===== src/rtl/valu_issue_seq.sv =====
// valu_issue_seq -- command sequencer in front of the vector ALU block.
//
// Takes one vector-arithmetic command (opcode, SEW, vap, word count) and, for
// every 32-bit word, fetches operands, releases the ALU from reset with the
// operands held stable, waits for alu_done (bounded by TIMEOUT) and writes
// the result back. Dot-product opcodes (02, 05) feed the previous result back
// as opC, so the command reduces to a single write at word index 0.
//
// Ports:
//   clk, reset            clock, synchronous active-high reset
//   start, cmd_*          command strobe and fields (sampled only in IDLE)
//   busy, done, err       status; done is a one-cycle pulse, err = ALU timeout
//   op_req, op_idx        operand fetch request pulse and word index
//   op_valid, op_a/b/c    operand return
//   alu_resetn, alu_*     ALU control and operands
//   alu_out, alu_done     ALU result and completion
//   wr_en, wr_idx, wr_data result write-back
module valu_issue_seq #(
   parameter int IDXW    = 5,
   parameter int TIMEOUT = 64
) (
   input  logic            clk,
   input  logic            reset,
   input  logic            start,
   input  logic [7:0]      cmd_instr,
   input  logic [9:0]      cmd_sew,
   input  logic [3:0]      cmd_vap,
   input  logic [IDXW-1:0] cmd_nwords,
   output logic            busy,
   output logic            done,
   output logic            err,
   output logic            op_req,
   output logic [IDXW-1:0] op_idx,
   input  logic            op_valid,
   input  logic [31:0]     op_a,
   input  logic [31:0]     op_b,
   input  logic [31:0]     op_c,
   output logic            alu_resetn,
   output logic [7:0]      alu_instr,
   output logic [9:0]      alu_sew,
   output logic [3:0]      alu_vap,
   output logic [31:0]     alu_opA,
   output logic [31:0]     alu_opB,
   output logic [31:0]     alu_opC,
   input  logic [31:0]     alu_out,
   input  logic            alu_done,
   output logic            wr_en,
   output logic [IDXW-1:0] wr_idx,
   output logic [31:0]     wr_data
);

   localparam int TW = $clog2(TIMEOUT + 1);
   localparam logic [TW-1:0]   TIMER_LAST = TW'(TIMEOUT - 1);
   localparam logic [IDXW-1:0] IDX_ZERO   = {IDXW{1'b0}};
   localparam logic [IDXW-1:0] IDX_ONE    = IDXW'(1);

   typedef enum logic [2:0] {
      S_IDLE    = 3'd0,
      S_FETCH   = 3'd1,
      S_WAIT_OP = 3'd2,
      S_EXEC    = 3'd3,
      S_WRITE   = 3'd4,
      S_FIN     = 3'd5
   } state_t;

   // Dot-product opcodes accumulate across words.
   function automatic logic is_acc(input logic [7:0] op);
      return (op == 8'h02) || (op == 8'h05);
   endfunction

   state_t          state_q, state_d;
   logic            busy_q, busy_d, done_q, done_d, err_q, err_d;
   logic            op_req_q, op_req_d, alu_resetn_q, alu_resetn_d, wr_en_q, wr_en_d;
   logic [IDXW-1:0] op_idx_q, op_idx_d, wr_idx_q, wr_idx_d;
   logic [IDXW-1:0] idx_q, idx_d, nwords_q, nwords_d;
   logic [7:0]      alu_instr_q, alu_instr_d, instr_q, instr_d;
   logic [9:0]      alu_sew_q, alu_sew_d, sew_q, sew_d;
   logic [3:0]      alu_vap_q, alu_vap_d, vap_q, vap_d;
   logic [31:0]     alu_opa_q, alu_opa_d, alu_opb_q, alu_opb_d, alu_opc_q, alu_opc_d;
   logic [31:0]     wr_data_q, wr_data_d, result_q, result_d;
   logic [TW-1:0]   timer_q, timer_d;
   logic            last_word_s;

   assign last_word_s = (idx_q == (nwords_q - IDX_ONE));

   // Next-state and registered-output computation.
   always_comb begin
      state_d      = state_q;
      busy_d       = busy_q;
      done_d       = 1'b0;
      err_d        = err_q;
      op_req_d     = 1'b0;
      op_idx_d     = op_idx_q;
      alu_resetn_d = alu_resetn_q;
      alu_instr_d  = alu_instr_q;
      alu_sew_d    = alu_sew_q;
      alu_vap_d    = alu_vap_q;
      alu_opa_d    = alu_opa_q;
      alu_opb_d    = alu_opb_q;
      alu_opc_d    = alu_opc_q;
      wr_en_d      = 1'b0;
      wr_idx_d     = wr_idx_q;
      wr_data_d    = wr_data_q;
      idx_d        = idx_q;
      nwords_d     = nwords_q;
      instr_d      = instr_q;
      sew_d        = sew_q;
      vap_d        = vap_q;
      result_d     = result_q;
      timer_d      = timer_q;
      case (state_q)
         S_IDLE: begin
            if (start) begin
               instr_d  = cmd_instr;
               sew_d    = cmd_sew;
               vap_d    = cmd_vap;
               nwords_d = cmd_nwords;
               idx_d    = IDX_ZERO;
               busy_d   = 1'b1;
               err_d    = 1'b0;
               if (cmd_nwords == IDX_ZERO) begin
                  state_d = S_FIN;
               end else begin
                  // Request is raised on entry so op_req is high while in FETCH.
                  state_d  = S_FETCH;
                  op_req_d = 1'b1;
                  op_idx_d = IDX_ZERO;
               end
            end else begin
               state_d = S_IDLE;
            end
         end
         S_FETCH: begin
            state_d = S_WAIT_OP;
         end
         S_WAIT_OP: begin
            if (op_valid) begin
               alu_opa_d    = op_a;
               alu_opb_d    = op_b;
               alu_opc_d    = (is_acc(instr_q) && (idx_q != IDX_ZERO)) ? result_q : op_c;
               alu_instr_d  = instr_q;
               alu_sew_d    = sew_q;
               alu_vap_d    = vap_q;
               timer_d      = {TW{1'b0}};
               alu_resetn_d = 1'b1;
               state_d      = S_EXEC;
            end else begin
               state_d = S_WAIT_OP;
            end
         end
         S_EXEC: begin
            // alu_done has priority over a coincident timeout.
            if (alu_done) begin
               result_d     = alu_out;
               alu_resetn_d = 1'b0;
               state_d      = S_WRITE;
               if (!is_acc(instr_q)) begin
                  wr_en_d   = 1'b1;
                  wr_idx_d  = idx_q;
                  wr_data_d = alu_out;
               end else if (last_word_s) begin
                  wr_en_d   = 1'b1;
                  wr_idx_d  = IDX_ZERO;
                  wr_data_d = alu_out;
               end else begin
                  wr_en_d = 1'b0;
               end
            end else if (timer_q == TIMER_LAST) begin
               alu_resetn_d = 1'b0;
               err_d        = 1'b1;
               state_d      = S_FIN;
            end else begin
               timer_d = timer_q + TW'(1);
            end
         end
         S_WRITE: begin
            if (last_word_s) begin
               state_d = S_FIN;
            end else begin
               idx_d    = idx_q + IDX_ONE;
               op_req_d = 1'b1;
               op_idx_d = idx_q + IDX_ONE;
               state_d  = S_FETCH;
            end
         end
         S_FIN: begin
            // done and the busy drop both appear in the cycle after FIN.
            done_d  = 1'b1;
            busy_d  = 1'b0;
            state_d = S_IDLE;
         end
         default: begin
            state_d      = S_IDLE;
            busy_d       = 1'b0;
            alu_resetn_d = 1'b0;
         end
      endcase
   end

   // State and output registers with synchronous reset.
   always_ff @(posedge clk) begin
      if (reset) begin
         state_q      <= S_IDLE;
         busy_q       <= 1'b0;
         done_q       <= 1'b0;
         err_q        <= 1'b0;
         op_req_q     <= 1'b0;
         op_idx_q     <= IDX_ZERO;
         alu_resetn_q <= 1'b0;
         alu_instr_q  <= 8'd0;
         alu_sew_q    <= 10'd0;
         alu_vap_q    <= 4'd0;
         alu_opa_q    <= 32'd0;
         alu_opb_q    <= 32'd0;
         alu_opc_q    <= 32'd0;
         wr_en_q      <= 1'b0;
         wr_idx_q     <= IDX_ZERO;
         wr_data_q    <= 32'd0;
         idx_q        <= IDX_ZERO;
         nwords_q     <= IDX_ZERO;
         instr_q      <= 8'd0;
         sew_q        <= 10'd0;
         vap_q        <= 4'd0;
         result_q     <= 32'd0;
         timer_q      <= {TW{1'b0}};
      end else begin
         state_q      <= state_d;
         busy_q       <= busy_d;
         done_q       <= done_d;
         err_q        <= err_d;
         op_req_q     <= op_req_d;
         op_idx_q     <= op_idx_d;
         alu_resetn_q <= alu_resetn_d;
         alu_instr_q  <= alu_instr_d;
         alu_sew_q    <= alu_sew_d;
         alu_vap_q    <= alu_vap_d;
         alu_opa_q    <= alu_opa_d;
         alu_opb_q    <= alu_opb_d;
         alu_opc_q    <= alu_opc_d;
         wr_en_q      <= wr_en_d;
         wr_idx_q     <= wr_idx_d;
         wr_data_q    <= wr_data_d;
         idx_q        <= idx_d;
         nwords_q     <= nwords_d;
         instr_q      <= instr_d;
         sew_q        <= sew_d;
         vap_q        <= vap_d;
         result_q     <= result_d;
         timer_q      <= timer_d;
      end
   end

   assign busy       = busy_q;
   assign done       = done_q;
   assign err        = err_q;
   assign op_req     = op_req_q;
   assign op_idx     = op_idx_q;
   assign alu_resetn = alu_resetn_q;
   assign alu_instr  = alu_instr_q;
   assign alu_sew    = alu_sew_q;
   assign alu_vap    = alu_vap_q;
   assign alu_opA    = alu_opa_q;
   assign alu_opB    = alu_opb_q;
   assign alu_opC    = alu_opc_q;
   assign wr_en      = wr_en_q;
   assign wr_idx     = wr_idx_q;
   assign wr_data    = wr_data_q;

endmodule

===== config.mk =====
export PLATFORM = sky130hd
export DESIGN_NAME = valu_issue_seq
export DESIGN_NICKNAME = d
export VERILOG_FILES = /design/src/rtl/valu_issue_seq.sv
export SDC_FILE = /design/constraint.sdc
export NUM_CORES = 1
export LEC_CHECK = 0
export ABC_AREA = 0
export BUFFER_PORTS_ARGS = -buffer_cell sky130_fd_sc_hd__buf_2
export CORE_UTILIZATION = 41
export DETAILED_ROUTE_END_ITERATION = 16
export PLACE_DENSITY = 0.7
export SYNTH_ARGS = -nofsm -noshare
export SYNTH_HDL_FRONTEND = slang
export SYNTH_SLANG_ARGS = --single-unit

===== constraint.sdc =====
create_clock -name clk -period 2.3 [get_ports clk]
set_input_delay 0.46 -clock clk [delete_from_list [all_inputs] [get_ports clk]]
set_output_delay 0.46 -clock clk [all_outputs]
set_load 0.02 [all_outputs]

After elaboration in Yosys (flattened, before gate mapping)
Index checks and enable logic that the tools add are counted.

Output and inout bits: 166. Word-level logic and storage cells: 108. Register bits: 240. Input bits: 160.

Equal/unequal tests: 18. Add/subtract/negate cells: 3. Bitwise gates (word level): 4. Reductions and logical operators: 21. Muxes and demuxes: 39.

Operators by type and width (number): $mux W32 (3); $mux W5 (6); $mux W7 (3); $pmux W5 S2 (2); $ne A2 B2 Y1 const B (8); $mux W3 (5); $pmux W3 S5 (1); $mux W1 (14); $pmux W7 S2 (1); $reduce_and A4 Y1 (3); $reduce_and A3 Y1 (3); $eq A8 B2 Y1 const B (1); $eq A8 B3 Y1 const B (1); $reduce_and A2 Y1 (4); $reduce_or A4 Y1 (2); $add A7 B1 Y7 const B (1); $eq A7 B6 Y1 const B (1); $eq A3 B2 Y1 const B (2); $eq A3 B3 Y1 const B (2); $pmux W1 S2 (3); $reduce_bool A2 Y1 (3); $add A5 B1 Y5 const B (1); $eq A5 B5 Y1 (1); $logic_not A5 Y1 (1); 10 further kinds (13).

Longest topological paths before layout
Depth in word-level cells: 4. Mapped depth: 9. Depth with buffers taken out: 7.

Worst setup path before layout
No wires, ideal clock.

Kind: register -> register. Start point: reg nwords_q[0]. End point: reg wr_data_q[23] (netlist: wr_data[23]). Stages on the path, launching flop included: 10. Path buffers: 2. Data arrival time: 2053 ps. Required time: 2194 ps. Setup slack: 141 ps. Clock period less this slack: 2159 ps. Library setup time: 106 ps. Cell sequence: dfxtp_1 > inv_1 > ha_1 > nor2b_1 > or3_1 > a311oi_4 > buf_4 > buf_2 > nand2_1 > o311ai_0.

Word-level cells in the longest chain between the ends: 4.

Ends and longest elaborated chain: start, declared (line 75) `logic [IDXW-1:0] idx_q, idx_d, nwords_q, nwords_d;`; start signal, assigned (line 244) `nwords_q <= nwords_d;`; $sub A5 B1 Y5 (line 84) `assign last_word_s = (idx_q == (nwords_q - IDX_ONE));`; $eq A5 B5 Y1 (line 84); $ne A2 B2 Y1 (no line); $reduce_and A3 Y1 (no line); end signal, assigned (line 242) `wr_data_q <= wr_data_d;`; end, declared (line 80) `logic [31:0] wr_data_q, wr_data_d, result_q, result_d;`.

No other way between the ends. A chain may end at the register's enable or synchronous reset.

Final worst setup path
Start point: reg nwords_q[0]. End point: reg op_idx_q[0] (netlist: op_idx[0]).

Word-level cells in the longest chain between the ends: 4.

Ends and longest elaborated chain: $sub A5 B1 Y5 (line 84); $eq A5 B5 Y1 (line 84); $ne A2 B2 Y1 (no line); $reduce_and A4 Y1 (no line); end signal, assigned (line 232) `op_idx_q <= op_idx_d;`; end, declared (line 74) `logic [IDXW-1:0] op_idx_q, op_idx_d, wr_idx_q, wr_idx_d;`.

No other way between the ends.

==> flow_metrics.env <==
export IMPL_multi_input_area_sq_um=4480
export IMPL_ir_drop_mv=0.502
export IMPL_drt_iter0_markers=552
export IMPL_crit_arrival_ns=2.64
export IMPL_clkPwrFrac=0.454
export IMPL_avgSynthCellArea_sq_um=8.15
export IMPL_reg2regPathDepth=10
export IMPL_path_max_fanout=5
export IMPL_powerDensity_nw_per_um2=776
export IMPL_synth_edf_count=0
export IMPL_ios=326
export IMPL_firstDrtPassIters=5
export IMPL_wl_microns=27200
export IMPL_synth_compound_area_frac=0.206
export IMPL_core_area_sq_um=22800
export IMPL_cp_required_ns=2.71
export IMPL_regArea_sq_um=4810
export IMPL_startpoint_type="register"
export IMPL_max_slew_worst_pin_slew_ns=0.609
export IMPL_routedWlPerCell_microns=15.0
export IMPL_synth_top_family_by_area="compound AO/OA/AOI/OAI gates"
export IMPL_cts_hold_buf=0
export IMPL_clockRootBuffer="clkbuf_16"
export IMPL_min_delay_start="cmd_sew[6]"
export IMPL_die_width_microns=156
export IMPL_grt_max_degree=87
export IMPL_grt_pass1_vias=8330
export IMPL_drv_slew=0
export IMPL_initial_core_util=0.423
export IMPL_syn_area_sq_um=9660
export IMPL_antenna_left=0
export IMPL_hp_class="input port to register"
export IMPL_crit_start="nwords_q[0]$_SDFFE_PP0P_"
export IMPL_drive_above_1_share=0.280
export IMPL_hold_viol=0
export IMPL_finish_utilization=0.555
export IMPL_p_leak_nw=5.39
export IMPL_drt_vias_per_instance=5.16
export IMPL_gp_congestion=0.792
export IMPL_drc=0
export IMPL_synth_nets=1350
export IMPL_clk_path_buf_depth=3
export IMPL_regToRegSetupSlack_ns=0.07
export IMPL_dp_hpwl_microns=18600
export IMPL_antenna_found_initial=5
export IMPL_rr_endpoint="op_idx[0]$_SDFFE_PP0P_"
export IMPL_final_cell_mix="372 x nand2_1, 324 x buf_2, 239 x dfxtp_1"
export IMPL_setup_viol_count_final=0
export IMPL_synthAdderAreaFrac=0.00518
export IMPL_layout_commonest_cell="nand2_1"
export IMPL_grt_pass1_wl_microns=41900
export IMPL_dieArea_sq_um=24200
export IMPL_yosysWarnings=0
export IMPL_ys_types=47
export IMPL_max_slew_margin_rel=0.589
export IMPL_yosys_area_share_simple=0.203
export IMPL_end_kind="register"
export IMPL_muxShareOfSynthArea=0.0331
export IMPL_insertion_delay_ns=0.53
export IMPL_hold_depth=3
export IMPL_place_port_buffers=325
export IMPL_fin_nets=1638
export IMPL_clock_fmax_ghz=0.449
export IMPL_area_delta_synth_final_pct=31.1
export IMPL_swShare=0.243
export IMPL_status="completed"
export IMPL_maxCapViolCount=0
export IMPL_cts_sinks=240
export IMPL_cts_made_buffers=26
export IMPL_hold_path_end="sew_q[6]$_SDFFE_PP0P_"
export IMPL_crit_type="register to register"
export IMPL_p_comb_frac=0.100
export IMPL_finClkSkew_ns=0.00803
export IMPL_die_y_microns=156
export IMPL_synthArstFlopShare=0
export IMPL_fin_crit_sh=0.969
export IMPL_pwr_share_seq=0.446
export IMPL_std_cell_rows=55
export IMPL_synth_seq_cells=240
export IMPL_num_fill_cells=2138
export IMPL_period_needed_ns=2.23
export IMPL_cts_max_level=1
export IMPL_dpl_cell_area_sq_um=11700
export IMPL_power_switching_mw=2.39
export IMPL_intPower_mw=7.45
export IMPL_timing_rr_start="nwords_q[0]$_SDFFE_PP0P_"
export IMPL_cts_tree="built"
export IMPL_grt_remaining_overflow=0
export IMPL_finalInstanceArea_sq_um=12700
export IMPL_path_clk_slew_ns=0.06
export IMPL_synth_xor_area_share=0.0118
export IMPL_num_vias=9335
export IMPL_grt_usage=0.211
export IMPL_netlist_instances=1186
export IMPL_ys_flop_type="dfxtp_1"
export IMPL_seq_area_frac_synth=0.497
sequential cells by signal (all words and copies together), names as in the netlist, 7 cells and up:
name       cells
wr_data       32
alu_sew       10
alu_opA       32
alu_opC       32
sew_q         10
alu_opB       32
instr_q        8
alu_instr      8
result_q      32
timer_q        7
power by group through the flow:
stage | registers (mW) | clock network, mW | logic [mW]
floorplan | 4.59 | 0 | 0.451
global placement | 4.48 | 0 | 0.968
detailed placement | 4.48 | 0 | 0.976
CTS | 4.39 | 4.58 | 0.982
global route | 4.41 | 4.75 | 1.08
finish | 4.39 | 4.47 | 0.979
logic make-up (layout without fill, tap and decap cells):
group,Yosys count,after routing
and+or+nand+nor,466,466
AOI/OAI and AO/OA,323,323
DFF,240,240
buffers and inverters,108,415
muxes,32,32
xor gates and xnor gates,13,13
adders and majority gates,4,4
other,0,4
worst max-delay path, cell delays in order, from the launching register on:
cell	delay [ns]
dfxtp_1	0.34
inv_1	0.05
ha_1	0.22
nor2b_1	0.14
or3_1	0.40
a311oi_4	0.30
buf_4	0.17
buf_4	0.09
buf_4	0.13
nor4_2	0.06
a31o_2	0.23
Yosys cell counts (6+ instances only):
cell | instances | area [sq um]
nor2_1 | 13 | 48.8
o311ai_0 | 37 | 324
and3_1 | 33 | 206
o211ai_1 | 7 | 52.6
clkbuf_1 | 91 | 342
xnor2_1 | 8 | 70.1
nand2_1 | 372 | 1400
a2bb2oi_1 | 32 | 280
mux2i_1 | 32 | 320
o21ai_0 | 38 | 190
dfxtp_1 | 240 | 4800
nand3_1 | 12 | 60.1
nand4_1 | 7 | 43.8
nor3_1 | 6 | 30.0
a21oi_1 | 183 | 916
how the worst max path moves through the flow:
| stage | end | slack, ns | cells after the start |
|---|---|---|---|
| final | op_idx[0]$_SDFFE_PP0P_ | 0.07 | 10 |
| after detailed placement | wr_data[4]$_SDFFE_PP0P_ | 0.07 | 7 |
| after floorplan | wr_data[23]$_SDFFE_PP0P_ | 0.14 | 9 |
| after global placement | wr_data[13]$_SDFFE_PP0P_ | 0.15 | 7 |
| after global routing | op_idx[0]$_SDFFE_PP0P_ | -0.006 | 10 |
| after CTS | state_q[2]$_SDFFE_PP0P_ | 0.07 | 8 |
area by class of cell:
| type | count | share of cell area |
|---|---|---|
| Antenna cell | 4 | 0.000790 |
| Clock buffer | 36 | 0.0607 |
| Clock inverter | 11 | 0.0129 |
| Inverter | 6 | 0.00178 |
| Multi-Input combinational cell | 838 | 0.354 |
| Sequential cell | 240 | 0.379 |
| Tap cell | 313 | 0.0309 |
| Timing Repair Buffer | 362 | 0.160 |
per-stage QoR:
step                      setup TNS, ns  setup WS (ns)  power [mW]  cells  hold WS (ns)
after global routing            -0.0171       -0.00623        10.2   1808         0.157
after global placement                0          0.151        5.45   1754         0.438
after floorplan                       0          0.141        5.04   1186         0.432
after CTS                             0         0.0657        9.95   1801         0.147
final                                 0         0.0707        9.84   1810         0.171
after detailed placement              0         0.0705        5.46   1754         0.443
per-layer routing:
layer	wire length, microns	GRT usage	vias to the layer above
met5	10	0	-
met4	803	0.0710	2
met1	11300	0.251	4280
met3	2070	0.0597	59
met2	13000	0.365	297
li1	-	-	4697
what timing repair did:
action | CTS | global route
gates resized for setup | 0 | 5
buffers inserted | 0 | 3
endpoints found under the setup margin | 0 | 46
(Power assumes the default switching activity.)
